--- config.mk ---
export PLATFORM = sky130hd
export DESIGN_NAME = lfgm_disp_fetch
export DESIGN_NICKNAME = d
export VERILOG_FILES = /design/src/rtl/lfgm_pkg.sv /design/src/rtl/lfgm_dly_pipe.sv /design/src/rtl/lfgm_disp_fetch.sv
export SDC_FILE = /design/constraint.sdc
export NUM_CORES = 1
export LEC_CHECK = 0
export BUFFER_PORTS_ARGS = -buffer_cell sky130_fd_sc_hd__buf_2
export CAP_MARGIN = 20
export CORE_MARGIN = 8
export CORE_UTILIZATION = 30
export DETAILED_ROUTE_END_ITERATION = 10
export PLACE_DENSITY = 0.55
export RECOVER_POWER = 25
export SETUP_SLACK_MARGIN = 0.4
export SYNTH_ARGS = -nofsm -noshare
export SYNTH_HDL_FRONTEND = slang
export SYNTH_SLANG_ARGS = --single-unit
--- constraint.sdc ---
create_clock -name clk -period 9.1 [get_ports clk]
set_input_delay 1.82 -clock clk [delete_from_list [all_inputs] [get_ports clk]]
set_output_delay 1.82 -clock clk [all_outputs]
set_load 0.005 [all_outputs]
--- src/rtl/lfgm_pkg.sv ---
// Shared constants and types for the life-game display fetch path.
package lfgm_pkg;

  localparam int LFGM_CELL_W  = 80;   // cells per row
  localparam int LFGM_CELL_H  = 60;   // cell rows per frame
  localparam int LFGM_CELL_PX = 8;    // pixels per cell edge
  localparam int LFGM_ADR_W   = 13;   // cell-store address width
  localparam int LFGM_COL_W   = 7;    // column index width
  localparam int LFGM_ROW_W   = 6;    // row index width

  typedef logic [11:0] rgb12_t;

  typedef enum logic [1:0] {
    IDLE  = 2'd0,
    ISSUE = 2'd1,
    DRAIN = 2'd2
  } fetch_state_t;

endpackage

--- src/rtl/lfgm_dly_pipe.sv ---
// Read-return alignment pipe: a MAX_DLY-deep shift register of (valid, col).
// The tap selects which stage is presented as the returning cell, and flush
// drops every in-flight valid so aborted reads never land in the line buffer.
module lfgm_dly_pipe #(
  parameter int MAX_DLY = 15,
  parameter int COL_W   = 7,
  parameter int TAP_W   = $clog2(MAX_DLY + 1)
) (
  input  logic             clk,
  input  logic             rst_n,
  input  logic             flush,
  input  logic             in_vld,
  input  logic [COL_W-1:0] in_col,
  input  logic [TAP_W-1:0] tap,
  output logic             tap_vld,
  output logic [COL_W-1:0] tap_col,
  output logic             pending
);

  logic [MAX_DLY-1:0] vld_sr;
  logic [COL_W-1:0]   col_sr [MAX_DLY];
  logic [TAP_W-1:0]   tap_idx;

  // Shift valid and column every clock; flush clears only the valids.
  always_ff @(posedge clk or negedge rst_n) begin
    if (!rst_n) begin
      vld_sr <= '0;
      for (int i = 0; i < MAX_DLY; i++) col_sr[i] <= '0;
    end else begin
      vld_sr    <= flush ? '0 : {vld_sr[MAX_DLY-2:0], in_vld};
      col_sr[0] <= in_col;
      for (int i = 1; i < MAX_DLY; i++) col_sr[i] <= col_sr[i-1];
    end
  end

  // Stage k holds a strobe issued k+1 clocks ago, so latency d taps stage d-1.
  assign tap_idx = tap - TAP_W'(1);
  assign tap_vld = vld_sr[tap_idx];
  assign tap_col = col_sr[tap_idx];

  // Outstanding returns are only those at or before the tap; deeper stages are dead.
  always_comb begin
    pending = 1'b0;
    for (int i = 0; i < MAX_DLY; i++) begin
      if ((TAP_W'(i) < tap) && vld_sr[i]) pending = 1'b1;
    end
  end

endmodule

--- src/rtl/lfgm_disp_fetch.sv ---
// Display-side fetch of life-game cells into a ping-pong line buffer and
// expansion into 640x480 VGA pixels (8x8 per cell, 12-bit RGB).
// Optional macro LFGM_GRID_EN draws dead-cell grid lines in GRID_RGB.
module lfgm_disp_fetch
  import lfgm_pkg::*;
#(
  parameter int     CELL_W   = 80,
  parameter int     CELL_H   = 60,
  parameter int     MAX_DLY  = 15,
  parameter rgb12_t FG_RGB   = 12'hFFF,
  parameter rgb12_t BG_RGB   = 12'h000,
  parameter rgb12_t GRID_RGB = 12'h333
) (
  input  logic                  clk,
  input  logic                  rst_n,
  input  logic                  frame_start,
  input  logic                  line_start,
  input  logic [9:0]            vis_y,
  input  logic [9:0]            pix_x,
  input  logic                  pix_de,
  output logic [LFGM_ADR_W-1:0] disp_rd_adr,
  output logic                  disp_rd_en,
  input  logic                  disp_wr_dt,
  input  logic [15:0]           dly,
  output rgb12_t                pix_rgb,
  output logic                  busy,
  output logic                  ovr_err
);

  localparam int DLY_W = $clog2(MAX_DLY + 1);

  fetch_state_t          state;
  logic [LFGM_COL_W-1:0] col;
  logic [LFGM_ADR_W-1:0] base;
  logic                  fetch_bank;
  logic [DLY_W-1:0]      eff_dly_q;
  logic                  line_trig;
  logic [LFGM_ROW_W-1:0] line_row;
  logic                  tap_vld;
  logic [LFGM_COL_W-1:0] tap_col;
  logic                  pending;
  logic [CELL_W-1:0]     bank0;
  logic [CELL_W-1:0]     bank1;

  // Latency 0 is meaningless for a registered memory; anything deeper than the pipe saturates.
  function automatic logic [DLY_W-1:0] clamp_dly(input logic [15:0] d);
    if (d == 16'd0)               return DLY_W'(1);
    else if (d > 16'(MAX_DLY))    return DLY_W'(MAX_DLY);
    else                          return d[DLY_W-1:0];
  endfunction

  // row*80 as row*64 + row*16: two constant shifts and one add.
  function automatic logic [LFGM_ADR_W-1:0] row_base(input logic [LFGM_ROW_W-1:0] r);
    return LFGM_ADR_W'({r, 6'b0}) + LFGM_ADR_W'({r, 4'b0});
  endfunction

  // A line in row k's first scanline prefetches row k+1, except after the last row.
  assign line_trig = line_start && (vis_y[2:0] == 3'd0) &&
                     (vis_y[9:3] < 7'(CELL_H - 1));
  assign line_row  = vis_y[8:3] + LFGM_ROW_W'(1);

  // Fetch sequencer: frame_start always restarts row 0; line triggers only start from IDLE.
  always_ff @(posedge clk or negedge rst_n) begin
    if (!rst_n) begin
      state       <= IDLE;
      busy        <= 1'b0;
      disp_rd_en  <= 1'b0;
      disp_rd_adr <= '0;
      col         <= '0;
      base        <= '0;
      fetch_bank  <= 1'b0;
      eff_dly_q   <= DLY_W'(1);
      ovr_err     <= 1'b0;
    end else if (frame_start) begin
      if (state != IDLE) ovr_err <= 1'b1;
      state       <= ISSUE;
      busy        <= 1'b1;
      disp_rd_en  <= 1'b1;
      disp_rd_adr <= '0;
      col         <= '0;
      base        <= '0;
      fetch_bank  <= 1'b0;
      eff_dly_q   <= clamp_dly(dly);
    end else begin
      case (state)
        IDLE: begin
          if (line_trig) begin
            state       <= ISSUE;
            busy        <= 1'b1;
            disp_rd_en  <= 1'b1;
            disp_rd_adr <= row_base(line_row);
            col         <= '0;
            base        <= row_base(line_row);
            fetch_bank  <= line_row[0];
            eff_dly_q   <= clamp_dly(dly);
          end
        end
        ISSUE: begin
          if (line_trig) ovr_err <= 1'b1;
          if (col == LFGM_COL_W'(CELL_W - 1)) begin
            state      <= DRAIN;
            disp_rd_en <= 1'b0;
          end else begin
            col         <= col + LFGM_COL_W'(1);
            disp_rd_adr <= base + LFGM_ADR_W'(col) + LFGM_ADR_W'(1);
          end
        end
        DRAIN: begin
          if (line_trig) ovr_err <= 1'b1;
          if (!pending) begin
            state <= IDLE;
            busy  <= 1'b0;
          end
        end
        default: begin
          state <= IDLE;
          busy  <= 1'b0;
        end
      endcase
    end
  end

  lfgm_dly_pipe #(
    .MAX_DLY (MAX_DLY),
    .COL_W   (LFGM_COL_W),
    .TAP_W   (DLY_W)
  ) u_dly_pipe (
    .clk     (clk),
    .rst_n   (rst_n),
    .flush   (frame_start),
    .in_vld  (disp_rd_en),
    .in_col  (col),
    .tap     (eff_dly_q),
    .tap_vld (tap_vld),
    .tap_col (tap_col),
    .pending (pending)
  );

  // Capture returning cells into the bank of the row being fetched; an abort cycle writes nothing.
  always_ff @(posedge clk or negedge rst_n) begin
    if (!rst_n) begin
      bank0 <= '0;
      bank1 <= '0;
    end else if (tap_vld && !frame_start) begin
      if (fetch_bank) bank1[tap_col] <= disp_wr_dt;
      else            bank0[tap_col] <= disp_wr_dt;
    end
  end

  // ---- pixel stage p0: cell lookup ----
  logic                  in_range_p0;
  logic [LFGM_COL_W-1:0] cell_idx_p0;
  logic                  cell_p0;
  logic                  grid_p0;
  rgb12_t                dead_rgb_p0;

  assign in_range_p0 = pix_x < 10'(CELL_W * LFGM_CELL_PX);
  assign cell_idx_p0 = in_range_p0 ? pix_x[9:3] : '0;
  assign cell_p0     = vis_y[3] ? bank1[cell_idx_p0] : bank0[cell_idx_p0];
`ifdef LFGM_GRID_EN
  assign grid_p0     = (pix_x[2:0] == 3'd0) || (vis_y[2:0] == 3'd0);
`else
  assign grid_p0     = 1'b0;
`endif
  assign dead_rgb_p0 = grid_p0 ? GRID_RGB : BG_RGB;

  // ---- pixel stage p1: registered colour ----
  // One registered stage from pixel coordinates to colour.
  always_ff @(posedge clk or negedge rst_n) begin
    if (!rst_n)            pix_rgb <= '0;
    else if (!pix_de)      pix_rgb <= '0;
    else if (!in_range_p0) pix_rgb <= BG_RGB;
    else if (cell_p0)      pix_rgb <= FG_RGB;
    else                   pix_rgb <= dead_rgb_p0;
  end

endmodule
==> key figures, run 1 <==
Final layout
  – Synthesis-to-finish area growth: 13.51%
  – Layout cells sized above 1: approximately 24%
  – Final net count: 1,337
  – Diode count: 0
  – Final Util: about a third

Clocking
  – Clock Sink Count: 315
  – H-tree depth: 2
  – Clock Tree Buf Depth: 3
  – Reg clk slew, reported paths: around 0.06 ns
  – Post-cts sizing count: 0
  – Clk root buf: clkbuf_16
  – Clk_lat worst skew: 0.52 ns
  – # hold bufs at CTS: 0
  – TritonCTS clock tree: done
  – CTS Buf Count: 35
  – Post-CTS Setup Bufs: 0

Timing
  – Final-report hold violation count: 0
  – RSZ-0062 raised after global routing: false
  – Max-slew violation count: 79
  – Final Cycle Share: roughly three fifths
  – Worst-Margin Slew: between 4 and 5 ns
  – Maximum clock rate: about 0.18 GHz
  – WHS: 0.3613 ns
  – Slew HR: -206.9%
  – Endpoints failing setup: 0
  – Post-route setup TNS: 0 ns
  – Clock Skew: ~0.018 ns
  – Fin crit period: 5.582 ns

Power
  – Internal: ~2.5 mW
  – Power, Total: 3.287 mW
  – Sw Pwr: 0.7845 mW
  – Switching share of power: 23.87%
  – Maximum vdd ir drop: 0.1144 mV
  – Clock share of power: roughly 45%
  – Comb power frac: under 10%
  – PwrDens: between 150 and 200 nW/um^2
  – Share of power burned in registers: 46.7%
  – LEAKAGE: 7.813 nW

Run status
  – Status: finished, violations left
  – Failing checks: capacitance limit, slew limit

Yosys
  – Post-synth top area cell: dfrtp_1
  – Sequential-to-total area share from yosys stat: between 50% and 60%
  – FFs w/ async S/R, synth: 100.0%
  – Top cells by area, synth: dfrtp_1, mux2_2, mux4_2
  – Synthesized Nets: approximately 1,300
  – Syn_area_per_cell: about 12 um^2
  – Mapped Area: between 15,000 and 20,000 um^2
  – Area share of the largest cell type after synthesis: a little over half
  – Synth Flop Type: dfrtp_1
  – Synth cell types: between 70 and 80
  – Synthesis Warnings: 0
  – Top cells by count, synth: dfrtp_1, nor2_1, mux2_2
  – Most frequent cell after synthesis: dfrtp_1
  – Mapped Cells: about 1,300
  – Synth Register Bits: between 300 and 400
  – Post-synth EDFFs: 0

Setup path
  – Crit Path Class: primary input to asynchronous set/reset pin
  – Crit path max-delay cell type: clkbuf_1
  – R2R depth: 11
  – CP Max Fanout: between 70 and 80
  – Worst path top cell family by delay: buffers and inverters
  – Ordered list of cells on the worst path: clkbuf_1 -> buf_4
  – CP Capture Type: asynchronous set/reset pin
  – CP peak stage delay: between 3 and 4 ns
  – R2r endpoint: bank0[9]
  – WP data arrival: slightly above 6 ns
  – CP required: around 9.7 ns
  – CP Depth: 2
  – Crit start category: primary input
  – Buf+Inv Stages, Crit Path: 2
  – R2r startpoint: eff_dly_q[0]
  – Reg-to-reg slack, setup: 3.97 ns

Worst hold path
  – Hold Crit Start: u_dly_pipe.col_sr[53]
  – Hold depth: 0
  – Hold Crit Class: flip-flop to flip-flop
  – Hold worst-path end: u_dly_pipe.col_sr[46]

Global route
  – M3 GR Usage: 2.166%
  – Tot GR Track Use: roughly 13%
  – First-pass GRT wire length: 59,510 um
  – Vias in the first global route: 10,290
  – Met2 usage: between 20% and 30%
  – Initial antenna violation count: 0
  – Total grt overflow: 0
  – Met1 usage: between 10% and 20%
  – Most crowded layer after global routing: met2
  – Largest net degree at the start of global routing: around 180

Placement
  – Number of port buffers: 66
  – DPL Wire Length: 22,970 um
  – Gpl congestion: approximately 0.77

Route
  – Drc violations: 0
  – Routed WL per cell: ~18 um
  – Vias: between 9,000 and 10,000
  – Vias per cell: about 5.0
  – Detailed Routing Iterations Pass 1: 5
  – Total Wirelength: between 30,000 and 40,000 um
  – Post-route ant nets: 0
  – Initial DRC count: roughly 640

Floorplanning
  – Die H: 240.2 um
  – IO Pins: 70
  – Core Box Area: ~50,000 um^2
  – Site row count: 82
  – Die width: between 200 and 250 um
  – Starting Density: between 30% and 40%
  – Die Area: between 50,000 and 60,000 um^2

Run
  – Max Cap Violations: 1
[sequential cells by signal, indices dropped and copies added, names as in the netlist]
signal / cells
disp_rd_en: 1
ovr_err: 1
u_dly_pipe.col_sr: 105
bank1: 80
col: 3
u_dly_pipe.vld_sr: 15
eff_dly_q: 4
state: 2
base: 9
busy: 1
pix_rgb: 1
disp_rd_adr: 13
bank0: 80
[metal layers]
layer | vias up | share of wire, %
met4 | 0 | 2.0
met3 | 57 | 3.8
met5 | - | 0
li1 | 4501 | -
met1 | 5054 | 47
met2 | 198 | 47
[cells in the final DEF, fill, tap and decap left out, drive strengths merged, types with 17 or more instances in the layout]
| cell | synthesis | final |
|---|---|---|
| mux2i | 31 | 31 |
| mux4 | 45 | 45 |
| buf | 60 | 81 |
| nor3 | 17 | 17 |
| mux2 | 171 | 171 |
| nand2 | 45 | 45 |
| dfrtp | 314 | 314 |
| a21oi | 42 | 42 |
| inv | 22 | 22 |
| nor2 | 194 | 194 |
| clkbuf | 43 | 54 |
| nor2b | 24 | 24 |
| o21ai | 30 | 30 |
| or2 | 18 | 18 |
[cells by family after synthesis]
group                      after synthesis  synth area share, %
buffers and inverters                  125                3.982
and+or+nand+nor                        372                12.02
adders and majority gates               17                1.460
xor gates and xnor gates                22                1.327
DFF                                    315                52.27
AOI/OAI and AO/OA                      164                7.292
muxes                                  247                21.64
[stage by stage]
step                worst slack (ns)  instances  area (um^2)
finish                         3.518       1975        17120
global route                   2.771       1975        17120
CTS                            3.319       1973        17090
detailed placement             3.365       1911        15880
global placement               3.394       1911        15880
floorplan                      5.131       1262        15080
[layout make-up]
class / instances / area [um^2]
Fill cell: 5009 / 32740
Clock buffer: 53 / 1086
Tap cell: 672 / 840.8
Multi-Input combinational cell: 822 / 6611
Sequential cell: 315 / 7884
Clock inverter: 9 / 125.1
Timing Repair Buffer: 82 / 490.5
Inverter: 22 / 82.58
[power groups by stage]
stage                     Sequential (mW)  Clock (mW)  Combinational [mW]
after global placement               1.56           0               0.278
after CTS                            1.54        1.51               0.282
after floorplan                      1.55           0               0.177
final                                1.54        1.47               0.278
after global routing                 1.55        1.57               0.311
after detailed placement             1.56           0               0.280
[worst register-to-register path: stages (launching register included)]
cell       delay [ns]
dfstp_2          0.51
buf_4            0.45
inv_2            0.26
ha_1             0.66
buf_4            0.32
nor2b_1          0.61
o2bb2ai_1        0.18
mux4_1           0.32
or4b_4           0.50
or2_1            0.63
nor2_4           0.24
mux2_1           0.33
[how the worst max path moves through the flow]
stage	startpoint	to	slack (ns)
2_1_floorplan	pix_x[3]	pix_rgb[10]	5.13
3_3_place_gp	eff_dly_q[0]	bank0[25]	3.39
3_5_place_dp	eff_dly_q[0]	bank0[25]	3.37
4_1_cts	eff_dly_q[0]	bank0[25]	3.32
5_1_grt	rst_n	disp_rd_adr[12]	2.77
6_report	rst_n	disp_rd_adr[12]	3.52
Note: power is estimated with default switching activity, not from simulation.
==> inputs of run 2 (changes only) <==
Clock period 9.1 ns to 5.2 ns, I/O delays scaled along.
==> run 2 against run 1 <==
The run still ends with capacitance limit, slew limit left. Sequential power up 75%. Power increased by 69%. Sequential cell count is the same. Cell area shrank 0.59%. First-iteration DRC count is 6.7% higher. Global-route usage increased by 0.15 points. Sequential share of layout area is 0.27 points higher. Register-to-register slack lost 3.1 ns. Clock power is 61% higher. Critical path type is now flip-flop to flip-flop. Largest power group unchanged.
==> key figures, run 2 (synthesis gave the netlist of run 1 again) <==
Route
  – Detailed Routing Iterations Pass 1: 5 (unchanged)
  – Initial DRC count: 685 (was 642)
  – Routed WL per cell: 18.79 um (was 18.43 um)
  – Post-route ant nets: 0 (unchanged)
  – Drc violations: 0 (unchanged)
  – Total Wirelength: 37,080 um (was 36,400 um)
  – Vias: 9,923 (was 9,810)
  – Vias per cell: 5.027 (was 4.967)

Floorplanning
  – IO Pins: 70 (unchanged)
  – Die width: 240.2 um (unchanged)
  – Starting Density: 30.25% (unchanged)
  – Die Area: 57,700 um^2 (unchanged)
  – Die H: 240.2 um (unchanged)
  – Site row count: 82 (unchanged)
  – Core Box Area: 49,860 um^2 (unchanged)

Clocking
  – CTS Buf Count: 34 (was 35)
  – Clock Sink Count: 315 (unchanged)
  – # hold bufs at CTS: 0 (unchanged)
  – Reg clk slew, reported paths: 0.06 ns (about the same)
  – Post-CTS Setup Bufs: 0 (unchanged)
  – H-tree depth: 2 (unchanged)
  – Clk root buf: clkbuf_16 (unchanged)
  – Clock Tree Buf Depth: 3 (unchanged)
  – Clk_lat worst skew: 0.53 ns (was 0.52 ns)
  – Post-cts sizing count: 0 (unchanged)
  – TritonCTS clock tree: done (unchanged)

Worst hold path
  – Hold depth: 0 (unchanged)
  – Hold worst-path end: u_dly_pipe.col_sr[67] (was u_dly_pipe.col_sr[46])
  – Hold Crit Start: u_dly_pipe.col_sr[74] (was u_dly_pipe.col_sr[53])
  – Hold Crit Class: flip-flop to flip-flop (unchanged)

Placement
  – Number of port buffers: 66 (unchanged)
  – DPL Wire Length: 23,620 um (was 22,970 um)
  – Dpl cells: 1,913 (was 1,911)
  – Gpl congestion: 0.7913 (was 0.7720)

Timing
  – Slew HR: -106.2% (was -206.9%)
  – Max-slew violation count: 156 (was 79)
  – Clock Skew: 0.02272 ns (was 0.01814 ns)
  – Final Cycle Share: between 80% and 90%
  – RSZ-0062 raised after global routing: false (unchanged)
  – Final-report hold violation count: 0 (unchanged)
  – Maximum clock rate: about 0.23 GHz
  – Post-route setup TNS: 0 ns (unchanged)
  – Endpoints failing setup: 0 (unchanged)
  – Fin crit period: approximately 4.3 ns
  – Worst-Margin Slew: 3.094 ns (was 4.604 ns)

Global route
  – Total grt overflow: 0 (unchanged)
  – Initial antenna violation count: 1 (was 0)
  – First-pass GRT wire length: 59,930 um (was 59,510 um)
  – Met2 usage: 20.85% (was 20.82%)
  – Tot GR Track Use: 12.96% (was 12.81%)
  – Largest net degree at the start of global routing: 124 (was 177)
  – Most crowded layer after global routing: met2 (unchanged)
  – Vias in the first global route: 10,450 (was 10,290)
  – M3 GR Usage: 2.384% (was 2.166%)
  – Met1 usage: 17.82% (was 17.64%)

Setup path
  – CP Max Fanout: 12 (was 79)
  – WP data arrival: 4.73 ns (was 6.13 ns)
  – R2R depth: 10 (was 11)
  – CP Capture Type: flip-flop (was asynchronous set/reset pin)
  – Reg-to-reg slack, setup: 0.88 ns (was 3.97 ns)
  – R2r endpoint: bank0[33] (was bank0[9])
  – CP required: 5.61 ns (was 9.65 ns)
  – Crit start category: flip-flop (was primary input)
  – R2r startpoint: eff_dly_q[0] (unchanged)
  – Crit Path Class: flip-flop to flip-flop (was primary input to asynchronous set/reset pin)

Final layout
  – Commonest non-fill, non-tap cell in the layout: dfrtp_1 (unchanged)
  – Max FFs per register: 105 (unchanged)
  – Largest registers: u_dly_pipe.col_sr (105), bank0 (80), bank1 (80) (unchanged)
  – Layout cells sized above 1: 23.89% (was 24.02%)
  – Finished Layout Cells: 1,974 (was 1,975)
  – Synthesis-to-finish area growth: 12.84% (was 13.51%)
  – Diode count: 0 (unchanged)
  – Final net count: 1,338 (was 1,337)
  – Most frequent cells in the layout: dfrtp_1, nor2_1, mux2_2, mux2_1, buf_2 (unchanged)
  – Largest Register: u_dly_pipe.col_sr (unchanged)

Run status
  – Failing checks: capacitance limit, slew limit (unchanged)
  – Status: finished, violations left (unchanged)

Power
  – LEAKAGE: 7.768 nW (was 7.813 nW)
  – PwrDens: 326.4 nW/um^2 (was 192.0 nW/um^2)
  – Maximum vdd ir drop: 0.2208 mV (was 0.1144 mV)
  – Power, Total: 5.555 mW (was 3.287 mW)

Run
  – Max Cap Violations: 2 (was 1)
run 2: changes by cell type in the layout (fill, tap and decap cells not counted), moves of 2 or more:
| cell | delta |
|---|---|
| buf_12 | +2 |
| clkinv_2 | +3 |
| bufinv_16 | -3 |
| clkbuf_8 | -4 |
run 2: worst max-delay path by stage:
stage	from	to	slack (ns)	depth (start not counted)
4_1_cts	eff_dly_q[0]	bank0[33]	0.84	10
6_report	eff_dly_q[0]	bank0[33]	0.88	10
3_5_place_dp	eff_dly_q[0]	bank0[33]	0.84	10
2_1_floorplan	eff_dly_q[0]	bank1[62]	1.39	14
3_3_place_gp	eff_dly_q[0]	bank0[57]	0.86	10
5_1_grt	eff_dly_q[0]	bank0[9]	0.73	10
run 2: worst max-delay path: stages, from the launching register on:
cell and delay (ns):
dfstp_2 0.54, inv_2 0.12, ha_1 0.44, buf_4 0.29, nor2b_1 0.62, o2bb2ai_1 0.17
mux4_1 0.28, or4b_4 0.52, or2_1 0.64, nor2_4 0.23, mux2_1 0.34
run 2: power by group:
group | internal, mW | switching (mW)
registers | 2.60 | 0.0954
logic | 0.194 | 0.300
clock network | 1.38 | 0.985
total | 4.17 | 1.38
run 2: area by class of cell:
type	count	area [um^2]
inverters	22	82.58
clock buffers	49	1031
multi-input cells	822	6611
clock inverters	10	58.81
flip-flops and latches	315	7884
repair buffers	84	510.5
fillers	5029	32840
well taps	672	840.8
run 2: per-layer routing:
metal	wire, um	up-vias
met3	1742	58
met2	17350	211
met5	0	-
li1	-	4498
met4	749	0
met1	17250	5156
run 2: metrics by stage:
step | hold WS [ns] | cell area (um^2) | setup WS, ns | util (%)
global route | 0.3764 | 17020 | 0.7338 | 34.13
finish | 0.3689 | 17020 | 0.8756 | 34.13
global placement | 0.3537 | 15910 | 0.8645 | 31.91
CTS | 0.3709 | 17000 | 0.8381 | 34.09
detailed placement | 0.3572 | 15910 | 0.8372 | 31.91
floorplan | 0.3488 | 15080 | 1.389 | -
==> inputs of run 3 (changes only) <==
Clock period 5.2 ns to 4.11 ns, I/O delays scaled along.
==> run 3 against run 2 <==
The flow still finishes with violations (capacitance limit, slew limit). Sequential cell count is the same. Cell area rose by 1.5%. Utilization up 0.52 points. Clock skew down 0.0034 ns. Global-route usage up 0.057 points. Power is 27% higher. Routed wire length grew 0.71%. Setup slack worse by 0.32 ns. Non-clock buffer count up 28. Largest cell class unchanged.
==> key figures, run 3 (synthesis gave the netlist of run 1 again) <==
Final layout
  – Diode count: 0 (unchanged)
  – Largest registers: u_dly_pipe.col_sr (105), bank0 (80), bank1 (80) (unchanged)
  – Synthesis-to-finish area growth: 14.56% (was 12.84%)
  – Largest Register: u_dly_pipe.col_sr (unchanged)
  – Final net count: 1,366 (was 1,338)
  – Max FFs per register: 105 (unchanged)
  – Most frequent cells in the layout: dfrtp_1, nor2_1, mux2_2, mux2_1, buf_2 (unchanged)
  – Layout cells sized above 1: 25.92% (was 23.89%)
  – Commonest non-fill, non-tap cell in the layout: dfrtp_1 (unchanged)

Route
  – Routed WL per cell: 18.65 um (was 18.79 um)
  – Initial DRC count: 778 (was 685)
  – Vias: 9,843 (was 9,923)
  – Total Wirelength: 37,350 um (was 37,080 um)
  – Post-route ant nets: 0 (unchanged)
  – Drc violations: 0 (unchanged)
  – Vias per cell: 4.914 (was 5.027)
  – Detailed Routing Iterations Pass 1: 5 (unchanged)

Global route
  – Largest net degree at the start of global routing: 87 (was 124)
  – Initial antenna violation count: 0 (was 1)
  – Tot GR Track Use: 13.02% (was 12.96%)
  – Vias in the first global route: 10,380 (was 10,450)
  – First-pass GRT wire length: 60,140 um (was 59,930 um)
  – Total grt overflow: 0 (unchanged)

Run status
  – Status: finished, violations left (unchanged)
  – Failing checks: capacitance limit, slew limit (unchanged)

Clocking
  – CTS Buf Count: 34 (unchanged)
  – Clock Tree Buf Depth: 3 (unchanged)
  – H-tree depth: 2 (unchanged)
  – Clock Sink Count: 315 (unchanged)
  – # hold bufs at CTS: 0 (unchanged)
  – Clk root buf: clkbuf_16 (unchanged)
  – Post-CTS Setup Bufs: 0 (unchanged)
  – Reg clk slew, reported paths: 0.06 ns (about the same)
  – TritonCTS clock tree: done (unchanged)
  – Clk_lat worst skew: 0.52 ns (was 0.53 ns)

Power
  – Maximum vdd ir drop: 0.2296 mV (was 0.2208 mV)
  – LEAKAGE: 7.918 nW (was 7.768 nW)
  – Power, Total: 7.051 mW (was 5.555 mW)
  – PwrDens: 408.1 nW/um^2 (was 326.4 nW/um^2)

Worst hold path
  – Hold worst-path end: u_dly_pipe.col_sr[82] (was u_dly_pipe.col_sr[67])
  – Hold Crit Start: u_dly_pipe.col_sr[89] (was u_dly_pipe.col_sr[74])
  – Hold depth: 0 (unchanged)
  – Hold Crit Class: flip-flop to flip-flop (unchanged)

Placement
  – DPL Wire Length: 24,760 um (was 23,620 um)
  – Number of port buffers: 66 (unchanged)
  – Gpl congestion: 0.7956 (was 0.7913)

Timing
  – Fin crit period: 3.551 ns (was 4.324 ns)
  – Endpoints failing setup: 0 (unchanged)
  – Final Cycle Share: 86.39% (was 83.16%)
  – RSZ-0062 raised after global routing: false (unchanged)
  – Clock Skew: 0.01932 ns (was 0.02272 ns)
  – Maximum clock rate: 0.2816 GHz (was 0.2312 GHz)
  – Slew HR: -50.76% (was -106.2%)
  – Worst-Margin Slew: 2.261 ns (was 3.094 ns)
  – Post-route setup TNS: 0 ns (unchanged)
  – Max-slew violation count: 85 (was 156)
  – Final-report hold violation count: 0 (unchanged)

Floorplanning
  – Core Box Area: 49,860 um^2 (unchanged)
  – Site row count: 82 (unchanged)
  – Die width: 240.2 um (unchanged)
  – IO Pins: 70 (unchanged)
  – Starting Density: 30.25% (unchanged)
  – Die Area: 57,700 um^2 (unchanged)
  – Die H: 240.2 um (unchanged)

Setup path
  – CP required: 4.51 ns (was 5.61 ns)
  – CP Max Fanout: 20 (was 12)
  – R2r startpoint: eff_dly_q[0] (unchanged)
  – Crit start category: flip-flop (unchanged)
  – R2r endpoint: bank1[57] (was bank0[33])
  – CP Capture Type: flip-flop (unchanged)
  – Crit Path Class: flip-flop to flip-flop (unchanged)
  – R2R depth: 7 (was 10)
  – WP data arrival: 3.95 ns (was 4.73 ns)
  – Reg-to-reg slack, setup: 0.56 ns (was 0.88 ns)

Run
  – Max Cap Violations: 1 (was 2)
==> run 3: changes by cell type in the layout (fill, tap and decap cells not counted), sizes merged <==
cell,delta
bufinv,+1
clkinv,-3
clkbuf,+3
clkinvlp,-2
buf,+30
==> run 3: worst max path at each step <==
| stage | endpoint | slack [ns] | start | cells after the start |
|---|---|---|---|---|
| finish | bank1[57] | 0.56 | eff_dly_q[0] | 7 |
| global route | bank1[45] | 0.40 | eff_dly_q[1] | 11 |
| CTS | bank1[61] | 0.42 | eff_dly_q[1] | 11 |
| detailed placement | bank0[36] | 0.31 | eff_dly_q[1] | 9 |
| global placement | bank1[75] | 0.35 | eff_dly_q[1] | 10 |
| floorplan | bank0[25] | 0.41 | eff_dly_q[0] | 13 |
==> run 3: metrics by stage <==
step	hold WS (ns)	std cells	area (um^2)	utilization, %	setup slack (ns)
final	0.3627	2003	17280	34.65	0.5593
after global routing	0.3794	2003	17280	34.65	0.3965
after CTS	0.3079	2003	17270	34.63	0.4162
after detailed placement	0.3581	1943	16160	32.42	0.3123
after global placement	0.3526	1943	16160	32.42	0.3541
after floorplan	0.3488	1262	15110	-	0.4142
==> run 3: metal layers <==
metal  track usage [%]  wire (um)  vias to the layer above  part of all wire (%)
met1             17.87      17350                     5056                    46
met2             21.36      18020                      179                    48
met5                 0          0                        -                     0
met4             3.015        574                        0                   1.5
met3             2.166       1405                       44                   3.8
li1                  -          -                     4564                     -
==> run 3: layout make-up <==
cell class,count,area (um^2)
Clock buffer,54,1040
Clock inverter,6,55.05
Fill cell,4949,32590
Inverter,22,85.08
Multi-Input combinational cell,822,6631
Sequential cell,315,7884
Tap cell,672,840.8
Timing Repair Buffer,112,742.0
==> run 3: worst max-delay path, stage by stage (launching register included) <==
cell     delay [ns]
dfstp_2        0.57
buf_8          0.24
mux4_2         0.55
mux4_2         0.53
or4b_1         0.56
or2_1          0.45
nor2_1         0.18
mux2_2         0.35
==> run 3: timing repair <==
action,CTS,global route
gates resized for setup,4,8
cloned,0,0
pin swaps,0,0
setup endpoints to repair,106,125
==> run 3: power by group <==
| part | internal, mW | leakage [nW] | switching (mW) |
|---|---|---|---|
| Combinational | 0.252 | 3.07 | 0.382 |
| Clock | 1.80 | 0.540 | 1.22 |
| Sequential | 3.29 | 4.31 | 0.114 |
